$ cat src/rtl/coin_pulse_classifier.sv
`default_nettype none
// +----------------------------------------------------------------------------+
// | Module  : coin_pulse_classifier                                            |
// | Brief   : Synchronises, debounces and width-classifies coin sensor pulses. |
// | Revision: 1.0                                                              |
// +----------------------------------------------------------------------------+
module coin_pulse_classifier #(
    parameter int SYNC_STAGES = 2,
    parameter int DEB_CYC     = 4,
    parameter int SMALL_MIN   = 8,
    parameter int SMALL_MAX   = 15,
    parameter int LARGE_MIN   = 20,
    parameter int LARGE_MAX   = 31,
    parameter int MAX_W       = 63,
    parameter int COOL_CYC    = 8,
    parameter int CNT_W       = 6
) (
    input  logic       clk,
    input  logic       rst_n,
    input  logic       coin_raw,
    output logic       tok,
    output logic       tok_valid,
    output logic       err,
    output logic       jam,
    output logic [7:0] coin_cnt
);

    localparam logic [2:0] S_IDLE     = 3'd0;
    localparam logic [2:0] S_DEB_RISE = 3'd1;
    localparam logic [2:0] S_MEASURE  = 3'd2;
    localparam logic [2:0] S_DEB_FALL = 3'd3;
    localparam logic [2:0] S_JAM      = 3'd4;
    localparam logic [2:0] S_COOLDOWN = 3'd5;

    localparam logic [CNT_W-1:0] c_one       = CNT_W'(1);
    localparam logic [CNT_W-1:0] c_deb_cyc   = CNT_W'(DEB_CYC);
    localparam logic [CNT_W-1:0] c_small_min = CNT_W'(SMALL_MIN);
    localparam logic [CNT_W-1:0] c_small_max = CNT_W'(SMALL_MAX);
    localparam logic [CNT_W-1:0] c_large_min = CNT_W'(LARGE_MIN);
    localparam logic [CNT_W-1:0] c_large_max = CNT_W'(LARGE_MAX);
    localparam logic [CNT_W-1:0] c_max_w     = CNT_W'(MAX_W);
    localparam logic [CNT_W-1:0] c_cool_cyc  = CNT_W'(COOL_CYC);

    logic [SYNC_STAGES-1:0] r_sync;
    logic [SYNC_STAGES-1:0] r_fill;
    logic                   w_coin_s;
    logic                   w_settled;

    logic [2:0]       r_state, w_state_nxt;
    logic [CNT_W-1:0] r_width, w_width_nxt;
    logic [CNT_W-1:0] r_aux, w_aux_nxt;
    logic [CNT_W:0]   w_sum;
    logic             r_armed, w_armed_nxt;
    logic             w_ev_acc, w_ev_type, w_ev_err;

    logic             r_ev_acc, r_ev_type, r_ev_err, r_ev_jam;
    logic             r_tok, r_tok_valid, r_err, r_jam;
    logic [7:0]       r_coin_cnt;

    always_ff @(posedge clk) begin
        if (!rst_n) begin
            r_sync <= '0;
            r_fill <= '0;
        end else begin
            r_sync <= {r_sync[SYNC_STAGES-2:0], coin_raw};
            r_fill <= {r_fill[SYNC_STAGES-2:0], 1'b1};
        end
    end

    assign w_coin_s  = r_sync[SYNC_STAGES-1];
    // coin_s is only trustworthy once real samples have flushed the reset zeros
    assign w_settled = r_fill[SYNC_STAGES-1];

    always_ff @(posedge clk) begin
        if (!rst_n) begin
            r_state     <= S_IDLE;
            r_width     <= '0;
            r_aux       <= '0;
            r_armed     <= 1'b0;
            r_ev_acc    <= 1'b0;
            r_ev_type   <= 1'b0;
            r_ev_err    <= 1'b0;
            r_ev_jam    <= 1'b0;
            r_tok       <= 1'b0;
            r_tok_valid <= 1'b0;
            r_err       <= 1'b0;
            r_jam       <= 1'b0;
            r_coin_cnt  <= 8'd0;
        end else begin
            r_state     <= w_state_nxt;
            r_width     <= w_width_nxt;
            r_aux       <= w_aux_nxt;
            r_armed     <= w_armed_nxt;
            r_ev_acc    <= w_ev_acc;
            r_ev_type   <= w_ev_type;
            r_ev_err    <= w_ev_err;
            r_ev_jam    <= (w_state_nxt == S_JAM);
            r_tok_valid <= r_ev_acc;
            r_err       <= r_ev_err;
            r_jam       <= r_ev_jam;
            if (r_ev_acc) begin
                r_tok      <= r_ev_type;
                r_coin_cnt <= r_coin_cnt + 8'd1;
            end
        end
    end

    always_comb begin
        w_state_nxt = r_state;
        w_width_nxt = r_width;
        w_aux_nxt   = r_aux;
        w_armed_nxt = r_armed;
        w_ev_acc    = 1'b0;
        w_ev_type   = 1'b0;
        w_ev_err    = 1'b0;
        w_sum       = {1'b0, r_width} + {1'b0, r_aux} + (CNT_W+1)'(1);

        case (r_state)
            S_IDLE: begin
                // A pulse already in progress when reset lifted must not be accepted
                if (w_settled && !w_coin_s) begin
                    w_armed_nxt = 1'b1;
                end
                if (r_armed && w_coin_s) begin
                    w_state_nxt = S_DEB_RISE;
                    w_width_nxt = c_one;
                end
            end
            S_DEB_RISE: begin
                if (w_coin_s) begin
                    w_width_nxt = r_width + c_one;
                    if ((r_width + c_one) == c_deb_cyc) begin
                        w_state_nxt = S_MEASURE;
                    end
                end else begin
                    w_state_nxt = S_IDLE;
                end
            end
            S_MEASURE: begin
                if (w_coin_s) begin
                    w_width_nxt = r_width + c_one;
                    if ((r_width + c_one) == c_max_w) begin
                        w_state_nxt = S_JAM;
                        w_aux_nxt   = '0;
                        w_ev_err    = 1'b1;
                    end
                end else begin
                    w_state_nxt = S_DEB_FALL;
                    w_aux_nxt   = c_one;
                end
            end
            S_DEB_FALL: begin
                if (w_coin_s) begin
                    // the low samples of a bounce count toward the width
                    if (w_sum >= {1'b0, c_max_w}) begin
                        w_width_nxt = c_max_w;
                        w_state_nxt = S_JAM;
                        w_aux_nxt   = '0;
                        w_ev_err    = 1'b1;
                    end else begin
                        w_width_nxt = w_sum[CNT_W-1:0];
                        w_state_nxt = S_MEASURE;
                    end
                end else begin
                    w_aux_nxt = r_aux + c_one;
                    if ((r_aux + c_one) == c_deb_cyc) begin
                        w_state_nxt = S_COOLDOWN;
                        w_aux_nxt   = '0;
                        if (r_width >= c_small_min && r_width <= c_small_max) begin
                            w_ev_acc  = 1'b1;
                            w_ev_type = 1'b0;
                        end else if (r_width >= c_large_min && r_width <= c_large_max) begin
                            w_ev_acc  = 1'b1;
                            w_ev_type = 1'b1;
                        end else begin
                            w_ev_err  = 1'b1;
                        end
                    end
                end
            end
            S_JAM: begin
                if (w_coin_s) begin
                    w_aux_nxt = '0;
                end else begin
                    w_aux_nxt = r_aux + c_one;
                    if ((r_aux + c_one) == c_deb_cyc) begin
                        w_state_nxt = S_COOLDOWN;
                        w_aux_nxt   = '0;
                    end
                end
            end
            S_COOLDOWN: begin
                w_aux_nxt = r_aux + c_one;
                if ((r_aux + c_one) == c_cool_cyc) begin
                    w_state_nxt = S_IDLE;
                    w_aux_nxt   = '0;
                end
            end
            default: begin
                w_state_nxt = S_IDLE;
                w_aux_nxt   = '0;
            end
        endcase
    end

    assign tok       = r_tok;
    assign tok_valid = r_tok_valid;
    assign err       = r_err;
    assign jam       = r_jam;
    assign coin_cnt  = r_coin_cnt;

endmodule
`default_nettype wire
$ cat config.mk
export PLATFORM = sky130hd
export DESIGN_NAME = coin_pulse_classifier
export DESIGN_NICKNAME = d
export VERILOG_FILES = /design/src/rtl/coin_pulse_classifier.sv
export SDC_FILE = /design/constraint.sdc
export NUM_CORES = 1
export LEC_CHECK = 0
export CORE_MARGIN = 10
export CORE_UTILIZATION = 40
export CTS_CLUSTER_SIZE = 12
export DETAILED_ROUTE_END_ITERATION = 6
export SYNTH_ARGS = -nofsm -noshare
export SYNTH_HDL_FRONTEND = slang
export SYNTH_SLANG_ARGS = --single-unit
$ cat constraint.sdc
create_clock -name clk -period 2.8 [get_ports clk]
set_input_delay 0.84 -clock clk [delete_from_list [all_inputs] [get_ports clk]]
set_output_delay 0.84 -clock clk [all_outputs]
set_load 0.02 [all_outputs]
==> results of run 1 <==
## worst max path at each step
stage               end  cells after the start
2_1_floorplan  r_ev_err                      9
3_3_place_gp   r_aux[3]                      9
3_5_place_dp   r_aux[3]                      9
4_1_cts        r_aux[3]                      9
5_1_grt        r_aux[3]                      9
6_report       r_aux[3]                      9
## where the power goes
group          total, mW  internal [mW]  switching, mW
combinational     0.0527         0.0211         0.0316
sequential         0.527          0.519        0.00759
clock              0.370          0.173          0.197
total              0.949          0.713          0.236
## stage by stage
stage / cells / instance area, sq um
global route: 342 / 2450
global placement: 334 / 2360
CTS: 342 / 2450
detailed placement: 334 / 2360
finish: 342 / 2450
floorplan: 254 / 2130
## final cells by class
class                   count  share of cell area
repair buffers             20              0.0755
flip-flops and latches     36               0.294
multi-input cells         199               0.545
clock buffers               5              0.0281
well taps                  70              0.0357
inverters                   9              0.0138
clock inverters             3             0.00766
## sequential cells by signal (all words and copies together) (netlist names)
signal,count
jam,1
r_aux,6
r_sync,2
r_fill,2
tok,1
r_ev_err,1
r_ev_type,1
r_ev_acc,1
err,1
r_width,6
tok_valid,1
r_ev_jam,1
r_armed,1
r_state,3
coin_cnt,8
## synthesized netlist by cell type (all sizes together) (2+ instances only)
master / instances
dfxtp: 36
nor2: 26
o21ai: 20
nand2: 18
a21oi: 16
ha: 11
and2: 9
inv: 9
nand3: 9
xor2: 8
clkbuf: 7
a31oi: 5
and3: 5
nand2b: 5
o31ai: 5
a311oi: 4
nor2b: 4
a41oi: 3
buf: 3
mux2i: 3
nand3b: 3
nand4: 3
nor3: 3
nor4b: 3
o211ai: 3
o21a: 3
or3: 3
a21boi: 2
a32oi: 2
o2111ai: 2
xnor2: 2
## routing by layer
metal  up-vias  GRT usage  wire length [um]
met1       867      0.155              2370
met5         -          0                 0
met2        40      0.199              2220
met4         0     0.0476                76
li1        972          -                 -
met3         6     0.0336               292
## worst register-to-register path, cell delays in order (launching register included)
cell	delay, ps
dfxtp_1	410
inv_1	110
ha_1	240
fa_1	380
nand2b_1	200
o2111ai_1	120
a21oi_1	90
a311oi_4	470
nand2_2	190
a311oi_1	280
## cells by family after synthesis
family,Yosys count,share of synthesized area
flip-flops,36,0.338
buffers and inverters,19,0.0358
AND/OR/NAND/NOR,95,0.229
AO/OA/AOI/OAI,79,0.268
adder cells (fa/ha/maj),12,0.0739
XOR/XNOR,10,0.0411
multiplexers,3,0.0141
==> impl_metrics.py, run 1 <==
metrics = {
    "timing": {
        "rsz0062_at_grt": "no",
        "tightest_slew_ps": 440,
        "skew_ps": 11.9,
        "finalCriticalPeriod_ps": 2560,
        "fmax_mhz": 391,
        "finalSetupViolations": 0,
        "fin_crit_sh": 0.914,
        "slew_viol_final": 0,
        "tns_ps": 0,
        "relSlewSlack": 0.704,
        "worst_slack_ps": 240,
        "hold_viol": 0,
        "holdWs_ps": 437,
    },
    "critical_path": {
        "cp_cell_sequence": "inv_1 > ha_1 > fa_1 > nand2b_1 > o2111ai_1 > a21oi_1 > a311oi_4 > nand2_2 > a311oi_1",
        "critPathMaxFanout": 6,
        "critPathMaxStageDelay_ps": 470,
        "cp_num_buf_inv": 1,
        "worstSetupStartpoint": "r_width[0]",
        "ff2ff_path_depth": 9,
        "crit_family": "compound AO/OA/AOI/OAI gates",
        "critPathArrivalTime_ps": 2770,
        "cpMaxStageDelayCell": "a311oi_4",
        "critPathCaptureType": "flop",
        "reg2reg_setup_slack_ps": 240,
        "critPathRequiredTime_ps": 3010,
        "r2r_end": "r_aux[3]",
        "reg2reg_from": "r_width[0]",
        "crit_type": "reg -> reg",
        "start_kind": "flop",
    },
    "logic_synthesis": {
        "synth_area_leaders": "dfxtp_1, ha_1, o21ai_0, nor2_1, a21oi_1",
        "synth_ff_type": "dfxtp_1",
        "postSynth.asyncResetShare": 0,
        "synth.largest_area_cell": "dfxtp_1",
        "ys_types": 56,
        "synth_edf_count": 0,
        "synthCells": 254,
        "synth_area_per_cell_sq_um": 8.40,
        "synth.top_cell.area_share": 0.338,
        "syn_nets": 269,
        "ys_ff_latch": 36,
        "yosysSeqAreaShare": 0.338,
        "synth_area_sq_um": 2130,
        "yosysWarnings": 0,
    },
    "floorplan": {
        "start_util": 0.415,
        "die_h_um": 93.0,
        "core-area_sq_um": 5140,
        "io_pins": 15,
        "dieWidth_um": 93.0,
        "placementRows": 26,
        "fp.dieArea_sq_um": 8650,
    },
    "cells_and_area": {
        "layout_common_cells": "dfxtp_1, nor2_1, o21ai_0",
        "nFillCells": 539,
        "final_common_cell": "dfxtp_1",
        "area_growth_syn_to_layout_pct": 14.9,
        "drive_gt1_frac": 0.0846,
        "final_util": 0.477,
        "multi_input_area_sq_um": 1340,
        "n_antenna_cell": 0,
        "seq_area_sq_um": 721,
        "nets": 286,
    },
    "worst_hold_path": {
        "hold-path-endpoint": "r_fill[1]",
        "hold_path.startpoint": "r_fill[0]",
        "hold_depth": 1,
        "hp-class": "reg -> reg",
    },
    "grt": {
        "grt_pass1_wl_um": 9010,
        "grt_pass1_vias": 1842,
        "gr-usage-all-layers": 0.124,
        "antenna_found_initial": 0,
        "grt_max_degree": 20,
        "grt-ovfl-total": 0,
    },
    "place": {
        "dp_hpwl_um": 3620,
        "pre_cts_ws_ps": 277,
        "port_buffers": 14,
        "gp_congestion": 0.886,
    },
    "route": {
        "vias": 1885,
        "via_per_inst": 5.51,
        "routed_wl_um": 4950,
        "drc_errors": 0,
        "dr.pass1.iters": 4,
        "ant_nets": 0,
        "wl_per_cell_um": 14.5,
        "drt_iter0_drc": 141,
    },
    "clocking": {
        "cts_made_buffers": 5,
        "clk_pin_slew_worst_paths_ps": 80,
        "cts_setup_buffers": 0,
        "cts_root_buffer": "clkbuf_8",
        "ctsLongestPathBuffers": 2,
        "htreeDepth": 2,
        "cts_sinks": 36,
        "cts_tree": "done",
        "cts_hold_buffers": 0,
        "cts-resized-gates": 0,
        "insertion_delay_ps": 300,
    },
    "power_and_ir_drop": {
        "total_power_mw": 0.949,
        "peakVddDrop_uv": 162,
        "powerDensity_nw_per_um2": 387,
        "total_leakage_power_nw": 0.862,
    },
    "run": {
        "drv_cap": 0,
    },
    "outcome": {
        "outcome": "finished, final reports clean",
    },
}
No activity file was read; power rests on OpenSTA's default activity.
==> run 2, diff against run 1 <==
--- a/config.mk
+++ b/config.mk
@@ -7,7 +7,6 @@
 export LEC_CHECK = 0
 export CORE_MARGIN = 10
 export CORE_UTILIZATION = 40
-export CTS_CLUSTER_SIZE = 12
 export DETAILED_ROUTE_END_ITERATION = 6
 export SYNTH_ARGS = -nofsm -noshare
 export SYNTH_HDL_FRONTEND = slang
==> results of run 2 <==
No change in the layout: final DEF, timing and power equal those of run 1.
